`src/rtl/ls_pkg.sv`:
```
// Shared definitions for the load/store sequencer: FSM states, op encodings
// and default address/data widths.
package ls_pkg;

    localparam int unsigned LS_AW = 4;
    localparam int unsigned LS_DW = 4;

    localparam logic LS_LOAD  = 1'b0;
    localparam logic LS_STORE = 1'b1;

    typedef enum logic [2:0] {
        IDLE,
        FETCH,
        WR,
        RD,
        WB
    } ls_state_e;

endpackage

```
`src/rtl/ls_ctrl.sv`:
```
// Load/store sequencer: takes one command through a valid/ready handshake, fetches
// address/data from the register file, strobes the RAM and writes load results back.
module ls_ctrl
    import ls_pkg::*;
#(
    parameter int unsigned AW = LS_AW,
    parameter int unsigned DW = LS_DW,
    parameter int unsigned CW = 8
) (
    input  logic          clk,
    input  logic          rst,
    input  logic          cmd_valid,
    output logic          cmd_ready,
    input  logic          cmd_op,
    input  logic [AW-1:0] cmd_ra,
    input  logic [AW-1:0] cmd_rb,
    input  logic [AW-1:0] cmd_rd,
    output logic [AW-1:0] rf_addr_a,
    output logic [AW-1:0] rf_addr_b,
    input  logic [DW-1:0] rf_data_a,
    input  logic [DW-1:0] rf_data_b,
    output logic          rf_we,
    output logic [AW-1:0] rf_wt_addr,
    output logic [DW-1:0] rf_wt_data,
    output logic [AW-1:0] mem_addr,
    output logic [DW-1:0] mem_wdata,
    output logic          mem_wrt,
    output logic          mem_rd,
    input  logic [DW-1:0] mem_rdata,
    output logic          busy,
    output logic          done,
    output logic [CW-1:0] done_cnt
);

    ls_state_e     state_q, state_d;
    logic          op_q, op_d;
    logic [AW-1:0] ra_q, ra_d;
    logic [AW-1:0] rb_q, rb_d;
    logic [AW-1:0] rd_q, rd_d;
    logic [AW-1:0] mem_addr_q, mem_addr_d;
    logic [DW-1:0] mem_wdata_q, mem_wdata_d;
    logic [CW-1:0] done_cnt_q, done_cnt_d;

    always_ff @(posedge clk or posedge rst) begin
        if (rst) begin
            state_q     <= IDLE;
            op_q        <= 1'b0;
            ra_q        <= '0;
            rb_q        <= '0;
            rd_q        <= '0;
            mem_addr_q  <= '0;
            mem_wdata_q <= '0;
            done_cnt_q  <= '0;
        end else begin
            state_q     <= state_d;
            op_q        <= op_d;
            ra_q        <= ra_d;
            rb_q        <= rb_d;
            rd_q        <= rd_d;
            mem_addr_q  <= mem_addr_d;
            mem_wdata_q <= mem_wdata_d;
            done_cnt_q  <= done_cnt_d;
        end
    end

    always_comb begin
        state_d     = state_q;
        op_d        = op_q;
        ra_d        = ra_q;
        rb_d        = rb_q;
        rd_d        = rd_q;
        mem_addr_d  = mem_addr_q;
        mem_wdata_d = mem_wdata_q;
        cmd_ready   = 1'b0;
        rf_addr_a   = '0;
        rf_addr_b   = '0;
        rf_we       = 1'b0;
        rf_wt_addr  = '0;
        rf_wt_data  = '0;
        mem_wrt     = 1'b0;
        mem_rd      = 1'b0;
        done        = 1'b0;

        unique case (state_q)
            IDLE: begin
                cmd_ready = 1'b1;
                if (cmd_valid) begin
                    op_d    = cmd_op;
                    ra_d    = cmd_ra;
                    rb_d    = cmd_rb;
                    rd_d    = cmd_rd;
                    state_d = FETCH;
                end
            end
            FETCH: begin
                rf_addr_a   = ra_q;
                rf_addr_b   = rb_q;
                mem_addr_d  = AW'(rf_data_a);
                mem_wdata_d = rf_data_b;
                state_d     = (op_q == LS_STORE) ? WR : RD;
            end
            WR: begin
                mem_wrt = 1'b1;
                done    = 1'b1;
                state_d = IDLE;
            end
            RD: begin
                mem_rd  = 1'b1;
                state_d = WB;
            end
            WB: begin
                // R0 is hard-wired zero, so a load targeting it completes without writing.
                rf_we      = (rd_q != '0);
                rf_wt_addr = rd_q;
                rf_wt_data = mem_rdata;
                done       = 1'b1;
                state_d    = IDLE;
            end
            default: state_d = IDLE;
        endcase

        done_cnt_d = done ? done_cnt_q + CW'(1) : done_cnt_q;
    end

    assign busy      = (state_q != IDLE);
    assign mem_addr  = mem_addr_q;
    assign mem_wdata = mem_wdata_q;
    assign done_cnt  = done_cnt_q;

endmodule

```
`config.mk`:
```
export PLATFORM = sky130hd
export DESIGN_NAME = ls_ctrl
export DESIGN_NICKNAME = d
export VERILOG_FILES = /design/src/rtl/ls_pkg.sv /design/src/rtl/ls_ctrl.sv
export SDC_FILE = /design/constraint.sdc
export NUM_CORES = 1
export LEC_CHECK = 0
export ABC_AREA = 1
export CAP_MARGIN = 30
export CORE_MARGIN = 4
export CORE_UTILIZATION = 35
export DETAILED_ROUTE_END_ITERATION = 8
export PLACE_DENSITY = 0.73
export RECOVER_POWER = 100
export SETUP_SLACK_MARGIN = 0.5
export SYNTH_ARGS = -nofsm -noshare
export SYNTH_HDL_FRONTEND = slang
export SYNTH_SLANG_ARGS = --single-unit
```
`constraint.sdc`:
```
create_clock -name clk -period 1.55 [get_ports clk]
set_input_delay 0.465 -clock clk [delete_from_list [all_inputs] [get_ports clk]]
set_output_delay 0.465 -clock clk [all_outputs]
set_load 0.02 [all_outputs]
```
* Word-level counts from Yosys, hierarchy flattened
Index checks and enable logic that the tools add are counted.
Word-level totals: flip-flop bits (word level) 32, input port bits 28, output and inout bits 38, word-level logic and storage cells 31
Cells by class: $add $sub $neg 1, equality and inequality tests 5, muxes and demuxes 12, reductions and logical operators 5
Operators with widths (number):
- two-way mux 4 bit | 4
- case mux 3 bit (3 select lines) | 1
- adder 8 x 1 -> 8 bit, second input constant | 1
- equality test 3 x 2 -> 1 bit, second input constant | 2
- two-way mux 1 bit | 6
- nonzero test 4 bit | 1
- equality test 3 x 1 -> 1 bit, second input constant | 1
- equality test 3 bit, second input constant | 1
- logical NOT 3 bit | 1
- two-way mux 3 bit | 1
- nonzero test 3 bit | 1
- != test 2 bit, second input constant | 1
- AND reduction 2 bit | 1
- OR reduction 2 bit | 1

* Depth between registers and ports, before layout
Gate-level depths: netlist of run 1.
depth after elaboration 3, mapped depth 7

* Worst setup path before layout of run 1
OpenSTA, ideal clock, no wires.
kind register -> output, start point reg state_q[2], end point out rf_addr_a[0], data arrival time 1130 ps, data required time 1085 ps, slack -45 ps, cell stages (with the launch flop) 5, path buffers 1, cell sequence dfrtp_1 > inv_2 > nand3_2 > buf_6 > nor2_1
On the way: cells in the longest elaborated chain, start to end 2
RTL lines:
- start, declared | line ls_ctrl.sv:35 | ls_state_e state_q, state_d;
- start signal, assigned | line ls_ctrl.sv:55 | state_q <= state_d;
- equality test 3 x 1 -> 1 bit | line ls_ctrl.sv:84 | unique case (state_q)
- two-way mux 4 bit | line ls_ctrl.sv:84
- end, declared | line ls_ctrl.sv:18 | output logic [AW-1:0] rf_addr_a,
Every way passes these cells.

* Final worst setup path of run 1
start point reg state_q[1], end point out rf_we
On the way: cells in the longest elaborated chain, start to end 2
RTL lines:
- equality test 3 bit | line ls_ctrl.sv:84
- two-way mux 1 bit | line ls_ctrl.sv:84
- end, declared | line ls_ctrl.sv:22 | output logic rf_we,
Every way passes these cells.

==> results.yml, run 1 <==
routing:
  routedWlPerCell_um: 13.3
  drt_iter0_markers: 61
  ant_nets: 0
  drt-total-wl_um: 4710
  dr_total_vias: 1659
  vias_per_cell: 4.67
  drt-pass1-iter-count: 4
  drc_errors: 0
floorplanning:
  core_area_sq_um: 4350
  ioPinCount: 66
  placementRows: 24
  die_area_sq_um: 5610
  initial_core_util: 0.359
  fp.dieW_um: 74.9
  fp.dieH_um: 74.9
layout:
  diodes: 0
  finalNonFillerCells: 355
  fill_cells: 342
  syn_to_final_growth_pct: 97.7
  layout-drive-gt1-share: 0.498
  finalNetCount: 331
timing:
  setup_slack_ns: -0.257
  skew_ns: 0.00677
  slew_headroom: 0.461
  whs_ns: 0.447
  worst-slew-pin-transition_ns: 0.808
  report.final.slew_viol_count: 0
  setup_viol: 22
  post-route-period-util: 1.17
  final-hold-violation-count: 0
  period_needed_ns: 1.81
  fmax_mhz: 553
  grt_setup_unrepaired: "yes"
synthesis:
  synth_ff_type: "dfrtp_1"
  ys_warn_count: 0
  syn_avg_cell_area_sq_um: 8.07
  ys_types: 24
  synth_top_area_cell: "dfrtp_1"
  ys_ff_latch: 32
  synth_common_cells: "71 x nand2_1, 32 x dfrtp_1, 25 x inv_1, 18 x nand3_1, 18 x nor2_1"
  async_reset_ff_frac: 1.00
  syn-num-nets: 223
  synthCells: 194
  synthTopCellsByArea: "dfrtp_1 51%, nand2_1 17%, inv_1 6.0%"
  synth_edf_count: 0
  yosysMostFrequentCell: "nand2_1"
  synth_top_area_share: 0.512
  syn-cell-area_sq_um: 1570
  synth_seq_area_share: 0.512
critical_path:
  critPathMaxFanout: 5
  cp-start-kind: "flip-flop"
  reg2reg_slack_ns: 0.11
  crit_required_ns: 1.08
  cp.arrival_ns: 1.34
  slowest_delay_ns: 0.43
  endpoint_kind: "primary output"
  cp_slowest_cell: "dfrtp_1"
  criticalPathCategory: "flip-flop to primary output"
  crit_chain: "nor2_4 > nand2_4 > a41oi_4 > buf_6"
global_route:
  grtUsageTotal: 0.168
  grt_pass1_wl_um: 7190
  antenna_found_initial: 0
  grt_overflow_total: 0
  grt_pass1_vias: 1645
  grt_max_degree: 33
placement:
  port_buffers: 65
  hpwl_um: 2890
  dp_cells: 322
  gp_congestion: 0.755
power:
  max-vdd-ir-drop_mv: 1.31
  power.total_w: 0.00618
  p_leak_nw: 1.54
  power-per-cell-area_nw_per_um2: 2000
clocking:
  clock_path_buffers: 2
  tritoncts: "built"
  cts_made_buffers: 5
  cts_root_buffer: "clkbuf_8"
  path_clk_slew_ns: 0.07
  htree_num_levels: 2
  clock_latency_ns: 0.27
  cts.sinks: 32
run:
  cap_violations: 0
status:
  violations: "negative setup slack"
  status: "finished with violations"
worst_hold_path:
  hold_class: "flip-flop to flip-flop"
## routing by layer
| layer | share of wire | track usage |
|---|---|---|
| met5 | 0 | 0 |
| met4 | 0.0079 | 0.0356 |
| met3 | 0.050 | 0.0454 |
| met2 | 0.55 | 0.322 |
| met1 | 0.39 | 0.184 |
## final timing paths
kind,startpoint,cells after the start,end
max,state_q[1],4,rf_we
min,op_q,1,state_q[0]
max reg2reg,state_q[1],9,done_cnt[3]
min reg2reg,op_q,1,state_q[0]
max in group asynchronous,rst,3,state_q[0]
min in group asynchronous,rst,3,mem_wdata[1]
## cells by family (layout without fill, tap and decap cells)
logic type      Yosys count  count (layout)  share of synthesized area
buf+inv                  34             141                      0.104
xor+xnor                  3               3                     0.0216
compound gates            4               4                     0.0152
simple gates            120             122                      0.340
flops                    32              32                      0.512
fa+ha+maj                 1               1                    0.00799
## power breakdown
group	total [W]	leakage [nW]	switching [W]	internal, W
clock	0.000654	0.0510	0.000300	0.000354
combinational	0.00408	1.09	0.00205	0.00203
sequential	0.00145	0.400	0.000255	0.00119
## area by class of cell
class                           count  area (sq um)  share of cell area
Timing Repair inverter              1          16.3             0.00526
Inverter                           28           131              0.0425
Clock buffer                        6          82.6              0.0267
Tap cell                           52          65.1              0.0210
Multi-Input combinational cell    130           885               0.286
Sequential cell                    32           806               0.260
Clock inverter                      2          10.0             0.00323
Timing Repair Buffer              104          1100               0.355
## state kept, by name, summed over array words and instances, names as in the netlist
signal and cells:
rd_q 4, mem_wdata 4, mem_addr 4, ra_q 4
done_cnt 8, state_q 3, rb_q 4, op_q 1
## repair_timing
item / 4_1_cts / 5_1_grt
setup endpoints to repair: 69 / 70
gates resized for setup: 241 / 48
setup buffers: 14 / 5
gates cloned: 3 / 3
hold buffers: 0 / 0
pin swaps: 7 / 5
## placed cells by master, fill, tap and decap left out, types with 2 or more instances in the layout
cell / instances
nand3_2: 7
nand3_1: 11
dfrtp_1: 28
xnor2_1: 2
inv_2: 3
buf_6: 34
nor2_4: 9
dfrtp_2: 4
nor2_1: 7
buf_12: 4
nand3_4: 2
nand4_1: 3
clkinv_8: 2
nand2_4: 12
inv_1: 21
o21ai_1: 3
nor2_2: 3
buf_4: 33
nand2_1: 48
clkdlybuf4s50_1: 25
nand2_2: 16
buf_8: 2
clkbuf_8: 6
buf_16: 2
clkinv_2: 2
## per-stage QoR
step,instance area [sq um],setup WS (ns),util,TNS [ns]
after floorplan,1700,0.105,-,0
after global placement,2500,-0.559,0.575,-8.16
after detailed placement,2500,-0.611,0.575,-8.49
after CTS,2860,-0.260,0.657,-4.16
after global routing,3090,-0.295,0.711,-6.08
final,3090,-0.257,0.711,-4.07
## worst max-delay path: cells and delay by family, from the launching register on
kind,cells,cell delay [ns]
flops,1,0.43
simple gates,2,0.30
compound gates,1,0.19
buf+inv,1,0.14
No activity file was read; power rests on OpenSTA's default activity.
==> inputs of run 2 (changes only) <==
--- a/config.mk
+++ b/config.mk
@@ -10,7 +10,8 @@
 export CORE_MARGIN = 4
 export CORE_UTILIZATION = 35
 export DETAILED_ROUTE_END_ITERATION = 8
-export PLACE_DENSITY = 0.73
+export DONT_BUFFER_PORTS = 1
+export PLACE_DENSITY = 0.54
 export RECOVER_POWER = 100
 export SETUP_SLACK_MARGIN = 0.5
 export SYNTH_ARGS = -nofsm -noshare
==> run 2 against run 1 <==
Against the previous run: largest cell class is now registers; design area is 34% lower; sequential share of layout area increased by 14 points; critical path type unchanged; first-iteration DRC count is 3.3% lower; critical path depth down 1; sequential power up 17%; setup slack improved by 0.094 ns; maximum frequency grew 5.5%; register-to-register slack got worse by 0.07 ns; the flow still finishes with violations (negative setup slack); worst hold slack worse by 0.28 ns.
==> results.yml, run 2 (synthesis gave the netlist of run 1 again) <==
timing:
  worst-slew-pin-transition_ns: 0.691
  report.final.slew_viol_count: 0
  tns_ns: -2.72
  period_needed_ns: 1.71
  whs_ns: 0.163
  setup_slack_ns: -0.163
  skew_ns: 0.00533
  grt_setup_unrepaired: "yes"
  slew_headroom: 0.538
  final-hold-violation-count: 0
  fmax_mhz: 584
  post-route-period-util: 1.11
  setup_viol: 21
critical_path:
  cp.arrival_ns: 1.25
  cp_slowest_cell: "dfrtp_1"
  reg2reg_slack_ns: 0.04
  r2r_end: "mem_addr[2]"
  crit_required_ns: 1.08
  slowest_delay_ns: 0.43
  criticalPathCategory: "flip-flop to primary output"
  critPathMaxFanout: 10
  reg2reg_depth: 7
  crit_chain: "nor2_4 > nand2_4 > a41oi_4"
  endpoint_kind: "primary output"
  cp-start-kind: "flip-flop"
  r2r-start: "state_q[0]"
status:
  violations: "negative setup slack"
  status: "finished with violations"
layout:
  largest_reg_flops: 8
  final_common_cell: "nand2_1"
  finish.instance_area_sq_um: 2030
  final_cell_mix: "60 x nand2_1, 25 x dfrtp_1, 20 x inv_1, 18 x nand3_1, 11 x nand2_2"
  syn_to_final_growth_pct: 29.8
  diodes: 0
  fill_cells: 422
  finalNonFillerCells: 265
  finalNetCount: 242
  layout-drive-gt1-share: 0.338
global_route:
  grt_pass1_vias: 1315
  grt_pass1_wl_um: 6090
  antenna_found_initial: 0
  grt_max_degree: 33
  grtUsageTotal: 0.143
  grt_overflow_total: 0
clocking:
  path_clk_slew_ns: 0.07
  cts_made_buffers: 5
  hold_buffers: 0
  clock_path_buffers: 2
  tritoncts: "built"
  cts_root_buffer: "clkbuf_8"
  cts.sinks: 32
  clock_latency_ns: 0.27
  htree_num_levels: 2
routing:
  dr_total_vias: 1295
  drt-pass1-iter-count: 4
  drt_iter0_markers: 59
  routedWlPerCell_um: 14.2
  vias_per_cell: 4.89
  drt-total-wl_um: 3760
  ant_nets: 0
  drc_errors: 0
placement:
  gp_congestion: 0.725
  dp_cells: 250
  port_buffers: 0
  hpwl_um: 2660
  place_area_sq_um: 1770
  pre_cts_ws_ns: 0.0714
power:
  power-per-cell-area_nw_per_um2: 2180
  p_leak_nw: 0.995
  max-vdd-ir-drop_mv: 0.821
floorplanning:
  placementRows: 24
  core_area_sq_um: 4350
  initial_core_util: 0.359
  die_area_sq_um: 5610
  fp.dieH_um: 74.9
  fp.dieW_um: 74.9
  ioPinCount: 66
run:
  cap_violations: 0
worst_hold_path:
  hold_class: "input port to async pin"
## run 2: per-stage QoR
step / util / total power (W)
after floorplan: - / 0.00313
after global placement: 0.407 / 0.00328
after detailed placement: 0.407 / 0.00336
after CTS: 0.469 / 0.00452
after global routing: 0.467 / 0.00477
final: 0.467 / 0.00444
## run 2: final cells by class
cell class	instances	area (sq um)	area share
inverter	28	134	0.0659
timing repair inverter	2	12.5	0.00616
clock buffer	7	96.3	0.0474
tap	52	65.1	0.0320
sequential	32	810	0.398
timing repair buffer	15	126	0.0622
multi-input combinational	129	788	0.388
## run 2: repair_timing
item / 4_1_cts / 5_1_grt
pin swaps: 5 / 0
hold endpoints to repair: 0 / 0
endpoints found under the setup margin: 69 / 69
buffers inserted: 4 / 1
gates cloned: 3 / 0
resized for setup: 38 / 5
## run 2: worst max path at each step
stage | from | cells past startpoint | slack [ns] | end
2_1_floorplan | state_q[1] | 3 | 0.10 | rf_wt_addr[2]
3_3_place_gp | state_q[1] | 3 | 0.10 | rf_addr_b[1]
3_5_place_dp | state_q[1] | 3 | 0.07 | rf_addr_b[1]
4_1_cts | state_q[1] | 3 | -0.19 | rf_we
5_1_grt | state_q[1] | 3 | -0.23 | rf_we
6_report | state_q[1] | 3 | -0.16 | rf_we
## run 2: per-layer routing
| layer | global-route usage | vias up | share of wire |
|---|---|---|---|
| li1 | - | 630 | - |
| met1 | 0.170 | 622 | 0.41 |
| met2 | 0.245 | 41 | 0.51 |
| met3 | 0.0441 | 2 | 0.076 |
| met4 | 0.0474 | 0 | 0.0037 |
| met5 | 0 | - | 0 |
## run 2: critical path: cells and delay by family, from the launching register on
kind	cells	cell delay, ns
compound gates	1	0.28
flops	1	0.43
simple gates	2	0.28
## run 2: power by group
group          total (W)  internal, W  switching (W)
sequential       0.00169      0.00120       0.000487
clock           0.000671     0.000395       0.000276
combinational    0.00208     0.000715        0.00136
